[src/rtl/sys_defs.sv]
// Shared rename/issue definitions: ROB sizing and the packet the map table
// hands to the reservation station.
package sys_defs;

    localparam int ROB_SIZE  = 8;
    localparam int TAG_WIDTH = $clog2(ROB_SIZE);
    localparam int REG_IDX_W = 5;

    typedef struct packed {
        logic                 busy;
        logic [TAG_WIDTH-1:0] tag;
        logic                 tag_ready;
    } SRC_MAP;

    typedef struct packed {
        SRC_MAP               rs1;
        SRC_MAP               rs2;
        logic [TAG_WIDTH-1:0] dest_tag;
    } MAPPED_REG_PACKET;

endpackage

[src/rtl/map_table.sv]
// Register rename map: architectural register -> producing ROB tag, with
// CDB readiness tracking, zero-latency source lookup and flush recovery.
module map_table #(
    parameter int NUM_ARCH_REGS = 32,
    parameter int TAG_WIDTH     = sys_defs::TAG_WIDTH
) (
    input  logic                       clk,
    input  logic                       reset,
    input  logic                       dispatch_valid,
    input  logic [4:0]                 rs1_idx,
    input  logic [4:0]                 rs2_idx,
    input  logic [4:0]                 dest_idx,
    input  logic                       dest_valid,
    input  logic [TAG_WIDTH-1:0]       rob_tag,
    input  logic                       cdb_valid,
    input  logic [TAG_WIDTH-1:0]       cdb_tag,
    input  logic                       retire_valid,
    input  logic [4:0]                 retire_idx,
    input  logic [TAG_WIDTH-1:0]       retire_tag,
    input  logic                       flush,
    output sys_defs::MAPPED_REG_PACKET mapped_reg_packet
);

    typedef struct packed {
        logic                 busy;
        logic [TAG_WIDTH-1:0] tag;
        logic                 tag_ready;
    } MAP_ENTRY;

    MAP_ENTRY [NUM_ARCH_REGS-1:0] map_q, map_d;

    logic disp_wr;
    assign disp_wr = dispatch_valid && dest_valid && (dest_idx != 5'd0);

    // Lookup sees the pre-dispatch table; the CDB is bypassed so a source
    // completing this cycle is already reported ready.
    function automatic sys_defs::SRC_MAP lookup(input logic [4:0] idx, input MAP_ENTRY e);
        sys_defs::SRC_MAP s;
        s = '0;
        if (idx != 5'd0 && e.busy) begin
            s.busy      = 1'b1;
            s.tag       = e.tag;
            s.tag_ready = e.tag_ready || (cdb_valid && cdb_tag == e.tag);
        end
        return s;
    endfunction

    always_comb begin
        mapped_reg_packet          = '0;
        mapped_reg_packet.rs1      = lookup(rs1_idx, map_q[rs1_idx]);
        mapped_reg_packet.rs2      = lookup(rs2_idx, map_q[rs2_idx]);
        mapped_reg_packet.dest_tag = rob_tag;
    end

    // Priority per entry: CDB, then retire, then dispatch (newest mapping wins);
    // flush overrides everything.
    always_comb begin
        map_d = map_q;
        for (int i = 1; i < NUM_ARCH_REGS; i++) begin
            if (cdb_valid && map_q[i].busy && map_q[i].tag == cdb_tag)
                map_d[i].tag_ready = 1'b1;
            if (retire_valid && retire_idx == 5'(i) && map_q[i].tag == retire_tag)
                map_d[i].busy = 1'b0;
            if (disp_wr && dest_idx == 5'(i)) begin
                map_d[i].busy      = 1'b1;
                map_d[i].tag       = rob_tag;
                map_d[i].tag_ready = 1'b0;
            end
        end
        map_d[0] = '0;
        if (flush) begin
            for (int i = 0; i < NUM_ARCH_REGS; i++) begin
                map_d[i].busy      = 1'b0;
                map_d[i].tag_ready = 1'b0;
            end
        end
    end

    always_ff @(posedge clk or negedge reset) begin
        if (!reset) map_q <= '0;
        else        map_q <= map_d;
    end

endmodule

[config.mk]
export PLATFORM = sky130hd
export DESIGN_NAME = map_table
export DESIGN_NICKNAME = d
export VERILOG_FILES = /design/src/rtl/sys_defs.sv /design/src/rtl/map_table.sv
export SDC_FILE = /design/constraint.sdc
export NUM_CORES = 1
export LEC_CHECK = 0
export CAP_MARGIN = 40
export CORE_ASPECT_RATIO = 1.2
export CORE_UTILIZATION = 25
export DETAILED_ROUTE_END_ITERATION = 8
export SLEW_MARGIN = 5
export SYNTH_ARGS = -nofsm -noshare
export SYNTH_HDL_FRONTEND = slang
export SYNTH_SLANG_ARGS = --single-unit
[constraint.sdc]
create_clock -name clk -period 4.03 [get_ports clk]
set_input_delay 0.6045 -clock clk [delete_from_list [all_inputs] [get_ports clk]]
set_output_delay 0.6045 -clock clk [all_outputs]
set_load 0.01 [all_outputs]
==> run_results.csv, run 1 <==
group,metric,value,unit
critical_path,r2r_slack,2.48,ns
logic_synthesis,yosysWarnings,0,
power,leakagePower,5.72,nW
cells_and_area,final_nets,1160,
cells_and_area,multi_input_area,6910,sq um
die,die_x,195,microns
critical_path,cp_max_fo,11,
clocking,cts_buffer_depth,2,
timing,worst_pin_slew,0.943,ns
grt,grt_usage,18.4,%
flow_run,maxCapViolations,0,
critical_path,crit_type,"in -> out",
grt,antenna_found_initial,0,
clocking,clock_sinks,155,
detailed_routing,wl_per_cell,24.0,microns
clocking,clkLatencyLatePin,0.47,ns
cells_and_area,final_common_cell,"dfrtp_1",
clocking,cts_tree,"done",
place,dp_hpwl,29.7,mm
critical_path,timing.rr.end,"map_q[119]",
critical_path,end_kind,"primary output",
timing,finalHoldViolations,0,
cells_and_area,largest_register_ff_count,155,
timing,fin_ws,0.0270,ns
grt,grt_pass1_vias,9437,
critical_path,critPathSlowestCell,"mux4_2",
timing,setup_violations,0,
cells_and_area,fin_area,13500,sq um
cells_and_area,regMostFlops,"map_q",
critical_path,cp-start-kind,"primary input",
min_path,hp-class,"in -> async",
critical_path,crit_arrival,3.40,ns
timing,period_minus_slack,4.00,ns
critical_path,cp.required,3.43,ns
logic_synthesis,syn-num-nets,1071,
clocking,clk_pin_slew_worst_paths,0.06,ns
timing,max-slew-margin-rel,36.8,%
clocking,cts-root-buf,"clkbuf_16",
place,dpl_cell_area,12700,sq um
power,peakVddDrop,0.319,mV
die,coreArea,43900,sq um
logic_synthesis,ys.flop_type,"dfrtp_1",
clocking,cts_buffers,17,
logic_synthesis,ys_ff_latch,155,
logic_synthesis,syn_area_per_cell,10.8,sq um
timing,finClkSkew,0.00786,ns
detailed_routing,firstDrtPassIters,5,
die,fp.dieH,234,microns
cells_and_area,largest_registers,"map_q (155)",
detailed_routing,antenna_left,0,
die,row_count,84,
clocking,ctsHoldBuffers,0,
detailed_routing,drt_iter0_drc,730,
critical_path,rr_worst_depth,5,
cells_and_area,drive_above_1_share,28.0,%
detailed_routing,drc,0,
place,preCtsSetupSlack,-0.473,ns
critical_path,reg2reg_from,"map_q[116]",
timing,holdWs,0.0505,ns
grt,grt_max_degree,59,
timing,fmax,0.250,GHz
die,dieArea,45500,sq um
critical_path,cp_cell_sequence,"buf_2 -> buf_12 -> mux4_2 -> mux4_2 -> mux2i_1 -> buf_4 -> inv_1 -> o211ai_1 -> o41ai_4 -> buf_4 -> dlygate4sd2_1",
cells_and_area,final-instance-count-excl-fill,1693,
detailed_routing,routed_via_density,5.43,
place,place.gp.congestion,0.946,
cells_and_area,final_cell_mix,"154 x dfrtp_1, 123 x nor2_1, 118 x mux2_2, 101 x xnor2_1",
power,p_total,4.91,mW
logic_synthesis,netlist_area,11200,sq um
detailed_routing,wl,40.7,mm
logic_synthesis,synth-seq-area-share,34.7,%
power,power-per-cell-area,364,nW/um^2
place,dpl.cell_count,1653,
logic_synthesis,async_reset_ff_share,100,%
timing,final.period_utilization,99.3,%
detailed_routing,dr_total_vias,9197,
cells_and_area,regArea,3880,sq um
critical_path,max_stage_delay,0.53,ns
logic_synthesis,synth_cell_type_count,52,
grt,gr-total-overflow,0,
timing,slew_violations,0,
die,initial_utilization,25.4,%
clocking,h-tree-depth,4,
place,portBuffers,48,
outcome,status,"finished clean",
timing,grt_setup_unrepaired,"false",
cells_and_area,syn2layout_area_growth,20.9,%
die,num_io_pins,49,
cells_and_area,antenna_cells,0,
grt,grt_pass1_wl,61.5,mm
cells_and_area,fill_cells,4431,
logic_synthesis,syn-instance-count,1035,
logic_synthesis,synth-edff-count,0,
[synth_stat cells (4+ instances only)]
| library cell | number | area share (%) |
|---|---|---|
| nor2_1 | 124 | 4.2 |
| nand3_1 | 12 | 0.54 |
| buf_2 | 16 | 0.72 |
| mux4_1 | 19 | 4.5 |
| nor3_1 | 39 | 1.7 |
| xnor2_1 | 101 | 7.9 |
| o22ai_1 | 7 | 0.39 |
| nand4_1 | 29 | 1.6 |
| clkbuf_1 | 35 | 1.2 |
| buf_6 | 5 | 0.50 |
| mux2_2 | 118 | 12 |
| nand2_1 | 30 | 1.0 |
| nand2b_1 | 16 | 0.90 |
| mux4_2 | 43 | 8.7 |
| buf_1 | 13 | 0.44 |
| nor4_1 | 6 | 0.34 |
| mux2i_1 | 19 | 1.7 |
| buf_4 | 4 | 0.27 |
| dfrtp_1 | 155 | 35 |
| nor2b_1 | 17 | 0.95 |
| o21ai_0 | 22 | 0.99 |
| a211oi_1 | 8 | 0.54 |
| xor2_1 | 89 | 7.0 |
| a41oi_1 | 24 | 1.9 |
| o211ai_1 | 5 | 0.34 |
| a21oi_1 | 34 | 1.5 |
[repair_timing]
action / 4_1_cts / 5_1_grt
cloned: 0 / 0
pin swaps: 6 / 1
gates resized for setup: 12 / 9
setup endpoints to repair: 3 / 2
setup buffers: 4 / 7
endpoints found under the hold margin: 0 / 0
[how the worst max path moves through the flow]
stage,from,to,slack [ns],cells after the start
after CTS,rs2_idx[0],mapped_reg_packet[3],0.01,11
after detailed placement,rs2_idx[2],mapped_reg_packet[3],-0.47,11
after floorplan,rs2_idx[1],mapped_reg_packet[3],0.83,8
after global routing,rs2_idx[0],mapped_reg_packet[3],0.002,11
after global placement,rs2_idx[2],mapped_reg_packet[3],-0.46,11
final,rs2_idx[0],mapped_reg_packet[3],0.03,11
[routing by layer]
layer  up-vias  global-route usage (%)  part of all wire, %
li1       3958                       -                    -
met1      4720                    20.9                   39
met2       381                    31.0                   49
met3       138                    3.06                  5.1
met4         0                    14.0                  7.3
met5         -                       0                    0
[kinds of logic after synthesis]
kind of cell / after synthesis / synth area share, %
mux: 199 / 26.7
buf+inv: 82 / 3.92
flops: 155 / 34.7
xor+xnor: 190 / 14.9
simple gates: 287 / 12.2
compound gates: 122 / 7.54
[through the flow]
step | setup TNS (ns) | util (%)
detailed placement | -0.912 | 28.8
global route | 0 | 30.7
global placement | -0.872 | 28.8
CTS | 0 | 30.6
floorplan | 0 | -
finish | 0 | 30.7
[power by group]
part / total (mW) / internal, mW / switching, mW
registers: 1.94 / 1.68 / 0.255
logic: 1.08 / 0.556 / 0.521
clock network: 1.90 / 1.24 / 0.655
[final cells by class]
class / instances / area share [%]
inverter: 3 / 0.0834
sequential: 155 / 28.7
clock inverter: 8 / 1.59
clock buffer: 21 / 3.41
multi-input combinational: 798 / 51.2
timing repair buffer: 149 / 9.84
tap: 559 / 5.18
[worst max-delay path: cells and delay by family]
kind            cells  cell delay, ns
mux                 3            1.39
buf+inv             6            1.09
compound gates      2            0.30
(Power assumes the default switching activity.)
==> inputs of run 2 (changes only) <==
--- a/config.mk
+++ b/config.mk
@@ -10,4 +10,5 @@
 export CORE_UTILIZATION = 25
 export DETAILED_ROUTE_END_ITERATION = 8
+export DONT_BUFFER_PORTS = 1
 export SLEW_MARGIN = 5
 export SYNTH_ARGS = -nofsm -noshare
==> constraint.sdc (replaced) <==
create_clock -name clk -period 4.03 [get_ports clk]
set_input_delay 0.806 -clock clk [delete_from_list [all_inputs] [get_ports clk]]
set_output_delay 0.806 -clock clk [all_outputs]
set_load 0.01 [all_outputs]
==> run 2 against run 1 <==
First-iteration DRC count rose by 0.27%. Register-to-register slack better by 0.03 ns. Clock power decreased by 8%. Clock-buffer cell count unchanged. Fmax is 9.1% higher. Sequential power about the same. Combinational power down 35%. Non-clock buffer count shrank 144. Flip-flop and latch count is the same. Clock skew is 0.00092 ns lower. Largest cell class unchanged. Largest power group unchanged. Critical path depth is 4 lower. Setup slack better by 0.33 ns.
==> run_results.csv, run 2 (synthesized netlist as in run 1, its figures left out) <==
group,metric,value,unit
timing,final.period_utilization,91.1,%
grt,grt_pass1_vias,8606,
cells_and_area,fin_util,27.6,%
place,place.gp.congestion,0.922,
critical_path,cp.required,3.22,ns
critical_path,end_kind,"primary output",
detailed_routing,drc,0,
power,leakagePower,4.95,nW
critical_path,cp_cell_sequence,"mux4_1 -> mux4_2 -> mux2i_1 -> inv_1 -> o211ai_1 -> o41ai_2 -> buf_4",
die,die_x,195,microns
clocking,cts_resized,0,
clocking,cts-root-buf,"clkbuf_16",
power,power-per-cell-area,363,nW/um^2
clocking,clock_sinks,155,
timing,slew_violations,0,
die,row_count,84,
grt,gr-max-usage-layer,"met2",
timing,max-slew-margin-rel,35.8,%
cells_and_area,largest_registers,"map_q (155)",
grt,met1_usage,19.7,%
critical_path,crit_arrival,2.86,ns
clocking,ctsHoldBuffers,0,
cells_and_area,regMostFlops,"map_q",
timing,worst_pin_slew,0.959,ns
clocking,cts_setup_buffers,0,
cells_and_area,fill_cells,4600,
grt,antenna_found_initial,0,
die,dieArea,45500,sq um
timing,fmax,0.273,GHz
detailed_routing,firstDrtPassIters,6,
die,coreArea,43900,sq um
detailed_routing,wl_per_cell,24.6,microns
grt,grt_pass1_wl,57.2,mm
clocking,clk_pin_slew_worst_paths,0.06,ns
critical_path,crit_type,"reg -> out",
timing,setup_violations,0,
cells_and_area,multi_input_area,6850,sq um
timing,holdWs,0.0506,ns
timing,period_minus_slack,3.67,ns
grt,grt_usage,17.0,%
outcome,status,"finished clean",
critical_path,critPathSlowestCell,"mux4_2",
detailed_routing,drt_iter0_drc,732,
die,fp.dieH,234,microns
detailed_routing,dr_total_vias,8583,
place,dp_hpwl,25.4,mm
clocking,clkLatencyLatePin,0.45,ns
clocking,cts_buffers,17,
cells_and_area,syn2layout_area_growth,8.40,%
critical_path,max_stage_delay,0.54,ns
min_path,hp-class,"in -> async",
grt,gr-total-overflow,0,
die,initial_utilization,25.4,%
critical_path,crit_family,"multiplexers",
timing,finClkSkew,0.00694,ns
clocking,cts_tree,"done",
cells_and_area,final_cell_mix,"155 x dfrtp_1, 124 x nor2_1, 118 x mux2_2, 101 x xnor2_1, 89 x xor2_1",
timing,grt_setup_unrepaired,"false",
flow_run,maxCapViolations,0,
cells_and_area,final_common_cell,"dfrtp_1",
detailed_routing,wl,38.1,mm
timing,setup_tns,0,ns
cells_and_area,final_nets,1016,
grt,grt_util_met2,27.9,%
clocking,cts_buffer_depth,2,
cells_and_area,regArea,3880,sq um
detailed_routing,routed_via_density,5.53,
grt,grt_use_met3,4.92,%
cells_and_area,antenna_cells,0,
timing,finalHoldViolations,0,
grt,grt_max_degree,156,
clocking,h-tree-depth,4,
power,peakVddDrop,0.228,mV
critical_path,cp_max_fo,5,
cells_and_area,largest_register_ff_count,155,
critical_path,crit_buf_inv,2,
detailed_routing,antenna_left,0,
critical_path,cp-start-kind,"flip-flop",
place,portBuffers,0,
die,num_io_pins,49,
cells_and_area,drive_above_1_share,20.5,%
run 2: layout make-up:
cell class,instances,share of cell area (%)
clock inverter,11,1.38
inverter,3,0.0930
sequential,155,32.0
multi-input combinational,798,56.6
timing repair buffer,5,0.310
tap,559,5.78
clock buffer,21,3.80
run 2: layer usage:
metal  up-vias  routed length [microns]  share of wire [%]
li1       3657                        -                  -
met1      4429                    14400                 38
met2       392                    18400                 48
met3       105                     3320                8.7
met4         0                     2070                5.4
met5         -                        0                  0
run 2: path summary, 6_finish.rpt:
kind	from	endpoint	slack, ns	cells after the start
min	reset	map_q[131]	0.05	0
max reg2reg	map_q[108]	map_q[109]	2.51	5
min in group clk	flush	map_q[59]	0.42	1
min reg2reg	map_q[159]	map_q[159]	0.57	2
max	map_q[149]	mapped_reg_packet[3]	0.36	7
max in group asynchronous	reset	map_q[82]	3.59	0
run 2: per-stage QoR:
stage | area [sq um] | cells | setup WS, ns | power (mW)
after floorplan | 11200 | 1035 | 0.427 | 2.57
after global placement | 11500 | 1519 | 0.477 | 2.63
after detailed placement | 11500 | 1519 | 0.427 | 2.66
after CTS | 12100 | 1551 | 0.367 | 4.41
after global routing | 12100 | 1552 | 0.204 | 4.55
final | 12100 | 1552 | 0.360 | 4.39
run 2: power breakdown:
| group | internal, mW | total, mW | switching [mW] |
|---|---|---|---|
| sequential | 1.68 | 1.94 | 0.262 |
| combinational | 0.443 | 0.698 | 0.255 |
| clock | 1.07 | 1.75 | 0.685 |
==> inputs of run 3 (changes only) <==
CORE_MARGIN = 1   (was default)
==> results of run 3 <==
The final DEF is identical to that of run 2; final timing and power are the same.
